$ cat src/rtl/fetch_unit.sv
// Instruction-fetch front end: owns the fetch PC, reads a zero-latency instruction
// memory and hands {pc, instr} pairs to decode through a 2-entry valid/ready queue.
module fetch_unit #(
   parameter logic [31:0] RESET_PC   = 32'h0000_0000,
   parameter int unsigned IMEM_BYTES = 64,
   parameter int unsigned DEPTH      = 2
) (
   input  logic        clk,
   input  logic        reset_n,
   output logic [31:0] imem_addr,
   input  logic [31:0] imem_rdata,
   output logic        out_valid,
   input  logic        out_ready,
   output logic [31:0] out_pc,
   output logic [31:0] out_instr,
   output logic [31:0] out_pc_plus4,
   input  logic        redirect_valid,
   input  logic [31:0] redirect_target,
   output logic        fetch_done,
   output logic [31:0] instr_count
);

   localparam logic [31:0] IMEM_LIMIT = 32'(IMEM_BYTES);
   localparam logic [1:0]  FULL_CNT   = 2'(DEPTH);

   logic [31:0]      fetch_pc_q, fetch_pc_d;
   logic [1:0][31:0] ent_pc_q, ent_instr_q;
   logic             wr_ptr_q, wr_ptr_d;
   logic             rd_ptr_q, rd_ptr_d;
   logic [1:0]       count_q, count_d;
   logic             fetch_done_q, fetch_done_d;
   logic [31:0]      instr_count_q, instr_count_d;

   logic pop_s, fetch_ok_s, push_s;

   assign pop_s      = out_valid & out_ready;
   assign fetch_ok_s = (fetch_pc_q < IMEM_LIMIT) & ~redirect_valid;
   assign push_s     = fetch_ok_s & ((count_q < FULL_CNT) | pop_s);

   // Next-state logic; a redirect overrides every queue and PC update.
   always_comb begin
      fetch_pc_d    = fetch_pc_q;
      wr_ptr_d      = wr_ptr_q;
      rd_ptr_d      = rd_ptr_q;
      count_d       = count_q;
      fetch_done_d  = fetch_done_q;
      instr_count_d = pop_s ? (instr_count_q + 32'd1) : instr_count_q;
      if (redirect_valid) begin
         fetch_pc_d   = {redirect_target[31:2], 2'b00};
         wr_ptr_d     = 1'b0;
         rd_ptr_d     = 1'b0;
         count_d      = 2'd0;
         fetch_done_d = 1'b0;
      end else begin
         if (push_s) begin
            fetch_pc_d = fetch_pc_q + 32'd4;
            wr_ptr_d   = ~wr_ptr_q;
         end else begin
            fetch_pc_d = fetch_pc_q;
            wr_ptr_d   = wr_ptr_q;
         end
         if (pop_s) begin
            rd_ptr_d = ~rd_ptr_q;
         end else begin
            rd_ptr_d = rd_ptr_q;
         end
         case ({push_s, pop_s})
            2'b10:   count_d = count_q + 2'd1;
            2'b01:   count_d = count_q - 2'd1;
            default: count_d = count_q;
         endcase
         fetch_done_d = (fetch_pc_d >= IMEM_LIMIT);
      end
   end

   // Control state registers.
   always_ff @(posedge clk or negedge reset_n) begin
      if (!reset_n) begin
         fetch_pc_q    <= RESET_PC;
         wr_ptr_q      <= 1'b0;
         rd_ptr_q      <= 1'b0;
         count_q       <= 2'd0;
         fetch_done_q  <= 1'b0;
         instr_count_q <= 32'd0;
      end else begin
         fetch_pc_q    <= fetch_pc_d;
         wr_ptr_q      <= wr_ptr_d;
         rd_ptr_q      <= rd_ptr_d;
         count_q       <= count_d;
         fetch_done_q  <= fetch_done_d;
         instr_count_q <= instr_count_d;
      end
   end

   // Queue storage, written at the tail only on a push.
   always_ff @(posedge clk or negedge reset_n) begin
      if (!reset_n) begin
         ent_pc_q    <= '0;
         ent_instr_q <= '0;
      end else if (push_s) begin
         ent_pc_q[wr_ptr_q]    <= fetch_pc_q;
         ent_instr_q[wr_ptr_q] <= imem_rdata;
      end else begin
         ent_pc_q    <= ent_pc_q;
         ent_instr_q <= ent_instr_q;
      end
   end

   // Head presentation; payload forced to zero while the queue is empty.
   always_comb begin
      out_valid = (count_q != 2'd0);
      if (out_valid) begin
         out_pc       = ent_pc_q[rd_ptr_q];
         out_instr    = ent_instr_q[rd_ptr_q];
         out_pc_plus4 = ent_pc_q[rd_ptr_q] + 32'd4;
      end else begin
         out_pc       = 32'd0;
         out_instr    = 32'd0;
         out_pc_plus4 = 32'd0;
      end
   end

   assign imem_addr   = fetch_pc_q;
   assign fetch_done  = fetch_done_q;
   assign instr_count = instr_count_q;

   fetch_unit_chk u_chk (
      .clk_i            (clk),
      .reset_n_i        (reset_n),
      .count_i          (count_q),
      .out_valid_i      (out_valid),
      .out_ready_i      (out_ready),
      .out_pc_i         (out_pc),
      .redirect_valid_i (redirect_valid)
   );

endmodule

// Invariant checker for fetch_unit: occupancy bound and stable head under stall.
module fetch_unit_chk (
   input logic        clk_i,
   input logic        reset_n_i,
   input logic [1:0]  count_i,
   input logic        out_valid_i,
   input logic        out_ready_i,
   input logic [31:0] out_pc_i,
   input logic        redirect_valid_i
);

   a_count_bound: assert property (@(posedge clk_i) disable iff (!reset_n_i)
      count_i <= 2'd2);

   a_valid_match: assert property (@(posedge clk_i) disable iff (!reset_n_i)
      out_valid_i == (count_i != 2'd0));

   a_head_hold: assert property (@(posedge clk_i) disable iff (!reset_n_i)
      (out_valid_i && !out_ready_i && !redirect_valid_i) |=> (out_valid_i && $stable(out_pc_i)));

endmodule

$ cat config.mk
export PLATFORM = sky130hd
export DESIGN_NAME = fetch_unit
export DESIGN_NICKNAME = d
export VERILOG_FILES = /design/src/rtl/fetch_unit.sv
export SDC_FILE = /design/constraint.sdc
export NUM_CORES = 1
export LEC_CHECK = 0
export CAP_MARGIN = 40
export CORE_ASPECT_RATIO = 0.75
export CORE_UTILIZATION = 28
export CTS_BUF_LIST = sky130_fd_sc_hd__clkbuf_16
export CTS_CLUSTER_SIZE = 28
export DETAILED_ROUTE_END_ITERATION = 8
export RECOVER_POWER = 100
export SYNTH_ARGS = -nofsm -noshare
export SYNTH_HDL_FRONTEND = slang
export SYNTH_SLANG_ARGS = --single-unit
$ cat constraint.sdc
create_clock -name clk -period 5.7 [get_ports clk]
set_input_delay 1.14 -clock clk [delete_from_list [all_inputs] [get_ports clk]]
set_output_delay 1.14 -clock clk [all_outputs]
set_load 0.01 [all_outputs]
Word level (Yosys, flattened, before mapping):

Cells that the tools add are included.

* bits in registers: 197
* input port bits: 68
* output and inout bits: 162
* word-level logic and storage cells: 56

* $add $sub $neg: 5
* $lt $le $gt $ge: 6
* equality and inequality tests: 2
* mux-type cells: 21
* bitwise logic cells: 7
* reduce and logical (&&, ||, !) cells: 5

Operators with widths (count)
* two-way mux 32 bit: 11
* bitwise mux 64 bit: 2
* adder 32 x 3 -> 32 bit, second input constant: 2
* adder 32 x 1 -> 32 bit, second input constant: 1
* demux 32 bit (select 1 bit): 1
* greater-or-equal comparator 32 x 7 -> 1 bit, second input constant: 1
* less-than comparator 32 x 7 -> 1 bit, second input constant: 1
* nonzero test 2 bit: 3
* two-way mux 1 bit: 5
* less-than comparator 1 x 2 -> 1 bit, second input constant: 2
* one-hot mux 2 bit (2 select lines): 1
* bitwise AND 1 bit: 3
* NOT 1 bit: 3
* nonzero test 3 bit: 1
* adder 2 x 1 -> 2 bit, second input constant: 1
* == test 2 x 1 -> 1 bit, second input constant: 1
* == test 2 bit, second input constant: 1
* less-than comparator 2 bit, second input constant: 1
* two-way mux 2 bit: 1
* subtractor 2 x 1 -> 2 bit, second input constant: 1
* greater-or-equal comparator 1 bit, second input constant: 1
* logical AND 1 bit: 1
* bitwise OR 1 bit: 1

Depth between registers and ports, before layout:

* word-level depth: 8
* gate-level depth with buffers: 12
* gate-level depth less buffers: 7

Worst setup path after synthesis:

Ideal clock, no wire load.

* kind: flip-flop to output port
* start: register rd_ptr_q
* end: output port out_pc_plus4[24]
* arrival: 2577 ps
* required time: 4560 ps
* path slack: 1983 ps
* stages on the path, launching flop included: 12
* buffers on the path: 5
* path through: dfrtp_1 buf_4 buf_4 buf_4 buf_2 mux2_2 ha_1 nand4_1 a21oi_1 buf_2 nand3_1 o31ai_1

* longest elaborated chain between the ends: 4

Ends and longest elaborated chain
* start: declaration: line 29 `logic rd_ptr_q, rd_ptr_d;`
* start signal: assignment: line 88 `rd_ptr_q <= rd_ptr_d;`
* two-way mux 32 bit (not written as such) (2 in a row): line 115 `out_pc_plus4 = ent_pc_q[rd_ptr_q] + 32'd4;`
* adder 32 x 3 -> 32 bit: line 115
* two-way mux 32 bit: line 112 `if (out_valid) begin`
* end: declaration: line 16 `output logic [31:0] out_pc_plus4,`

Every way passes these cells. The select of a mux whose other input is x is not followed.

Worst setup path after layout:

* start: register rd_ptr_q
* end: output port out_pc_plus4[23]

The elaborated chain is that of the path after synthesis.

==> impl_metrics.env <==
export IMPL_outcome="finished with violations"
export IMPL_violations="capacitance limit, slew limit"
export IMPL_global_route_usage_total_pct=14.59
export IMPL_synth_area_per_cell_sq_um=11.67
export IMPL_worst_clock_skew_ns=0.02780
export IMPL_post_drt_via_cell_ratio=4.559
export IMPL_dieWidth_um=212.5
export IMPL_ys_warn_count=0
export IMPL_setup_worst_path_class="reg2out"
export IMPL_clock_tree_root_cell="sky130_fd_sc_hd__clkbuf_16"
export IMPL_ys_seq_elements=191
export IMPL_clock_sink_count=191
export IMPL_final_period_utilization_pct=89.35
export IMPL_syn_inst=797
export IMPL_wl_per_cell_um=16.12
export IMPL_die_height_um=159.9
export IMPL_final_setup_viol_count=0
export IMPL_synth_top_cells_by_area="sky130_fd_sc_hd__dfrtp_1 (51%), sky130_fd_sc_hd__mux2i_1 (6.0%), sky130_fd_sc_hd__mux2_2 (5.7%), sky130_fd_sc_hd__mux2_4 (4.8%), sky130_fd_sc_hd__nor2b_1 (3.7%)"
export IMPL_route_final_wire_length_um=23570
export IMPL_totalNegativeSetupSlack_ns=0
export IMPL_ys_types=56
export IMPL_drtPass1Iterations=5
export IMPL_floorplan_initialDensity_pct=28.60
export IMPL_cts_buffer_depth=2
export IMPL_postCtsHoldBufs=0
export IMPL_worstSetupEndpointType="output port"
export IMPL_maximum_achievable_frequency_mhz=196.3
export IMPL_flow_area_growth_from_synthesis_pct=32.83
export IMPL_clock_tree_from_tritoncts="done"
export IMPL_place_inst=1430
export IMPL_final_weighted_congestion_of_routability_driven_global_placement=0.7810
export IMPL_power_density_cell_area_nw_per_um2=232.1
export IMPL_largest_net_degree_at_the_start_of_global_routing=106
export IMPL_max_cap_violations=4
export IMPL_clk_latency_ns=0.45
export IMPL_rsz0062_at_grt="no"
export IMPL_clkTransAtPathRegs_ns=0.07
export IMPL_fillers=3260
export IMPL_core_area_sq_um=32520
export IMPL_fin_cells=1462
export IMPL_global_route_overflow_total=0
export IMPL_hold_slack_ns=0.4781
export IMPL_htree_num_levels=4
export IMPL_antenna_found_initial=1
export IMPL_buffer_ports_inserted=221
export IMPL_synth_top_cell_by_area="sky130_fd_sc_hd__dfrtp_1"
export IMPL_num_nets_final=1078
export IMPL_floorplan_die_area_sq_um=33960
export IMPL_portion_of_synthesized_cell_area_occupied_by_the_leading_cell_type_pct=51.38
export IMPL_arrival_ns=3.95
export IMPL_synth_ff_type="sky130_fd_sc_hd__dfrtp_1"
export IMPL_slew_headroom_pct=-160.6
export IMPL_hold_viol=0
export IMPL_report_final_slew_viol_count=262
export IMPL_max_vdd_ir_drop_mv=0.1563
export IMPL_netlist_area_sq_um=9303
export IMPL_number_of_global_route_vias_before_repair=6877
export IMPL_async_reset_ff_share_pct=100.0
export IMPL_num_vias=6665
export IMPL_ioPinCount=230
export IMPL_power_static_leakage_uw=0.005580
export IMPL_cts_buffers=17
export IMPL_synth_sequential_area_ratio_pct=51.38
export IMPL_grt_first_pass_wirelength_um=38510
export IMPL_fin_crit_ns=5.093
export IMPL_worst_setup_path_start_kind="flip-flop"
export IMPL_worst_pin_slew_ns=3.909
export IMPL_dp_final_hpwl_um=16110
export IMPL_path_max_fanout=36
export IMPL_post_route_drc_violation_count=0
export IMPL_drt_initial_violations=333
export IMPL_cp_required_ns=4.56
export IMPL_post_route_cells_drive_above_1_share_pct=9.617
export IMPL_cts_setup_buffers=0
export IMPL_number_of_enable_type_register_cells_in_the_synthesized_netlist=0
export IMPL_core_rowCount=57
export IMPL_hold_path_class="reg2reg"
export IMPL_drt_antenna_net_count=0
export IMPL_postCtsResizedCells=0
sequential cells by signal, summed over array words and instances, names as in the netlist:
signal and count:
wr_ptr_q 1, ent_pc_q 60, instr_count 32, imem_addr 30
count_q 2, rd_ptr_q 1, fetch_done 1, ent_instr_q 64
path summary, 6_finish.rpt:
path                                              from  slack, ns  cells after the start                           to
min in group asynchronous                      reset_n       2.15                      1  ent_instr_q[43]$_DFFE_PN0P_
min reg2reg                instr_count[31]$_DFFE_PN0P_       0.48                      1  instr_count[31]$_DFFE_PN0P_
max reg2reg                    imem_addr[10]$_DFF_PN0_       2.26                      6  ent_instr_q[36]$_DFFE_PN0P_
max                               rd_ptr_q$_DFFE_PN0P_       0.61                      8             out_pc_plus4[23]
min                        instr_count[31]$_DFFE_PN0P_       0.48                      1  instr_count[31]$_DFFE_PN0P_
max in group asynchronous                      reset_n       1.29                      1  instr_count[31]$_DFFE_PN0P_
stage by stage:
| stage | total power, uW | instance area (sq um) | setup slack [ns] | util (%) |
|---|---|---|---|---|
| 2_1_floorplan | 1497 | 9321 | 1.983 | - |
| 3_3_place_gp | 1632 | 11880 | 1.219 | 36.53 |
| 3_5_place_dp | 1634 | 11910 | 1.160 | 36.61 |
| 4_1_cts | 2937 | 12520 | 0.6545 | 38.50 |
| 5_1_grt | 3000 | 12350 | 0.3197 | 37.99 |
| 6_report | 2868 | 12360 | 0.6070 | 38.00 |
cells in the mapped netlist (all sizes together) (4+ instances only):
master	instances
and3	11
nand2	50
and4	6
o31ai	6
a32o	4
dfrtp	191
inv	7
buf	36
mux2	102
mux2i	56
xnor2	37
nor3	8
nand4	20
nand3	16
nand3b	6
nand4b	5
nor2b	55
a21oi	13
clkbuf	11
xor2	11
and2	9
o21ai	16
nor2	84
nor4	9
cell families after synthesis:
group           after synthesis  synth area share, %
mux                         158                19.58
compound gates               58                4.102
flops                       191                51.38
simple gates                283                16.10
fa+ha+maj                     3               0.4035
other cells                   1              0.04031
xor+xnor                     48                4.519
buf+inv                      55                3.874
layer usage:
| metal | vias to the layer above | GRT usage [%] | part of all wire [%] |
|---|---|---|---|
| met5 | - | 0 | 0 |
| met4 | 0 | 3.139 | 0.62 |
| met3 | 9 | 5.015 | 5.9 |
| met2 | 151 | 21.81 | 44 |
| met1 | 3322 | 20.24 | 49 |
| li1 | 3183 | - | - |
power by group:
group	switching, uW	total (uW)	internal [uW]
combinational	79.2	180	101
clock	541	1270	733
sequential	27.3	1410	1390
total	648	2870	2220
worst max-delay path: stages, from the launching register on:
cell and delay, ns:
sky130_fd_sc_hd__dfrtp_4 0.73, sky130_fd_sc_hd__buf_4 0.62, sky130_fd_sc_hd__nand3_1 0.23, sky130_fd_sc_hd__a22oi_1 0.27, sky130_fd_sc_hd__buf_4 0.27, sky130_fd_sc_hd__nand3_1 0.14
sky130_fd_sc_hd__nor3b_1 0.26, sky130_fd_sc_hd__mux2_2 0.37, sky130_fd_sc_hd__dlygate4sd3_1 0.60
placed cells by master, fill, tap and decap left out, types with 4 or more instances in the layout:
cell	instances
sky130_fd_sc_hd__nor3_1	8
sky130_fd_sc_hd__nor4_1	5
sky130_fd_sc_hd__o31ai_1	6
sky130_fd_sc_hd__clkdlybuf4s50_1	68
sky130_fd_sc_hd__and4_1	6
sky130_fd_sc_hd__nor2_1	83
sky130_fd_sc_hd__nand3b_1	6
sky130_fd_sc_hd__buf_4	7
sky130_fd_sc_hd__and2_1	6
sky130_fd_sc_hd__xor2_1	11
sky130_fd_sc_hd__inv_1	7
sky130_fd_sc_hd__a32o_1	4
sky130_fd_sc_hd__clkbuf_16	17
sky130_fd_sc_hd__mux2_2	47
sky130_fd_sc_hd__nor2b_1	55
sky130_fd_sc_hd__nand4b_1	5
sky130_fd_sc_hd__nand2_1	50
sky130_fd_sc_hd__mux2i_1	56
sky130_fd_sc_hd__a21oi_1	13
sky130_fd_sc_hd__dfrtp_1	190
sky130_fd_sc_hd__and3_1	11
sky130_fd_sc_hd__mux2_1	54
sky130_fd_sc_hd__dlygate4sd3_1	152
sky130_fd_sc_hd__nand3_1	16
sky130_fd_sc_hd__xnor2_1	37
sky130_fd_sc_hd__clkinv_2	4
sky130_fd_sc_hd__bufinv_16	4
sky130_fd_sc_hd__nand4_1	19
sky130_fd_sc_hd__o21ai_0	16
sky130_fd_sc_hd__conb_1	6
layout make-up:
cell class                      count  area (sq um)  share of cell area [%]
Inverter                            8         30.03                  0.2430
Sequential cell                   191          4783                   38.71
Multi-Input combinational cell    556          4066                   32.91
Clock inverter                     14         187.7                   1.519
Antenna cell                        1         2.502                 0.02025
Clock buffer                       17         425.4                   3.443
Timing Repair Buffer              233          2308                   18.68
Tap cell                          442         553.0                   4.475
No activity file was read; power rests on OpenSTA's default activity.
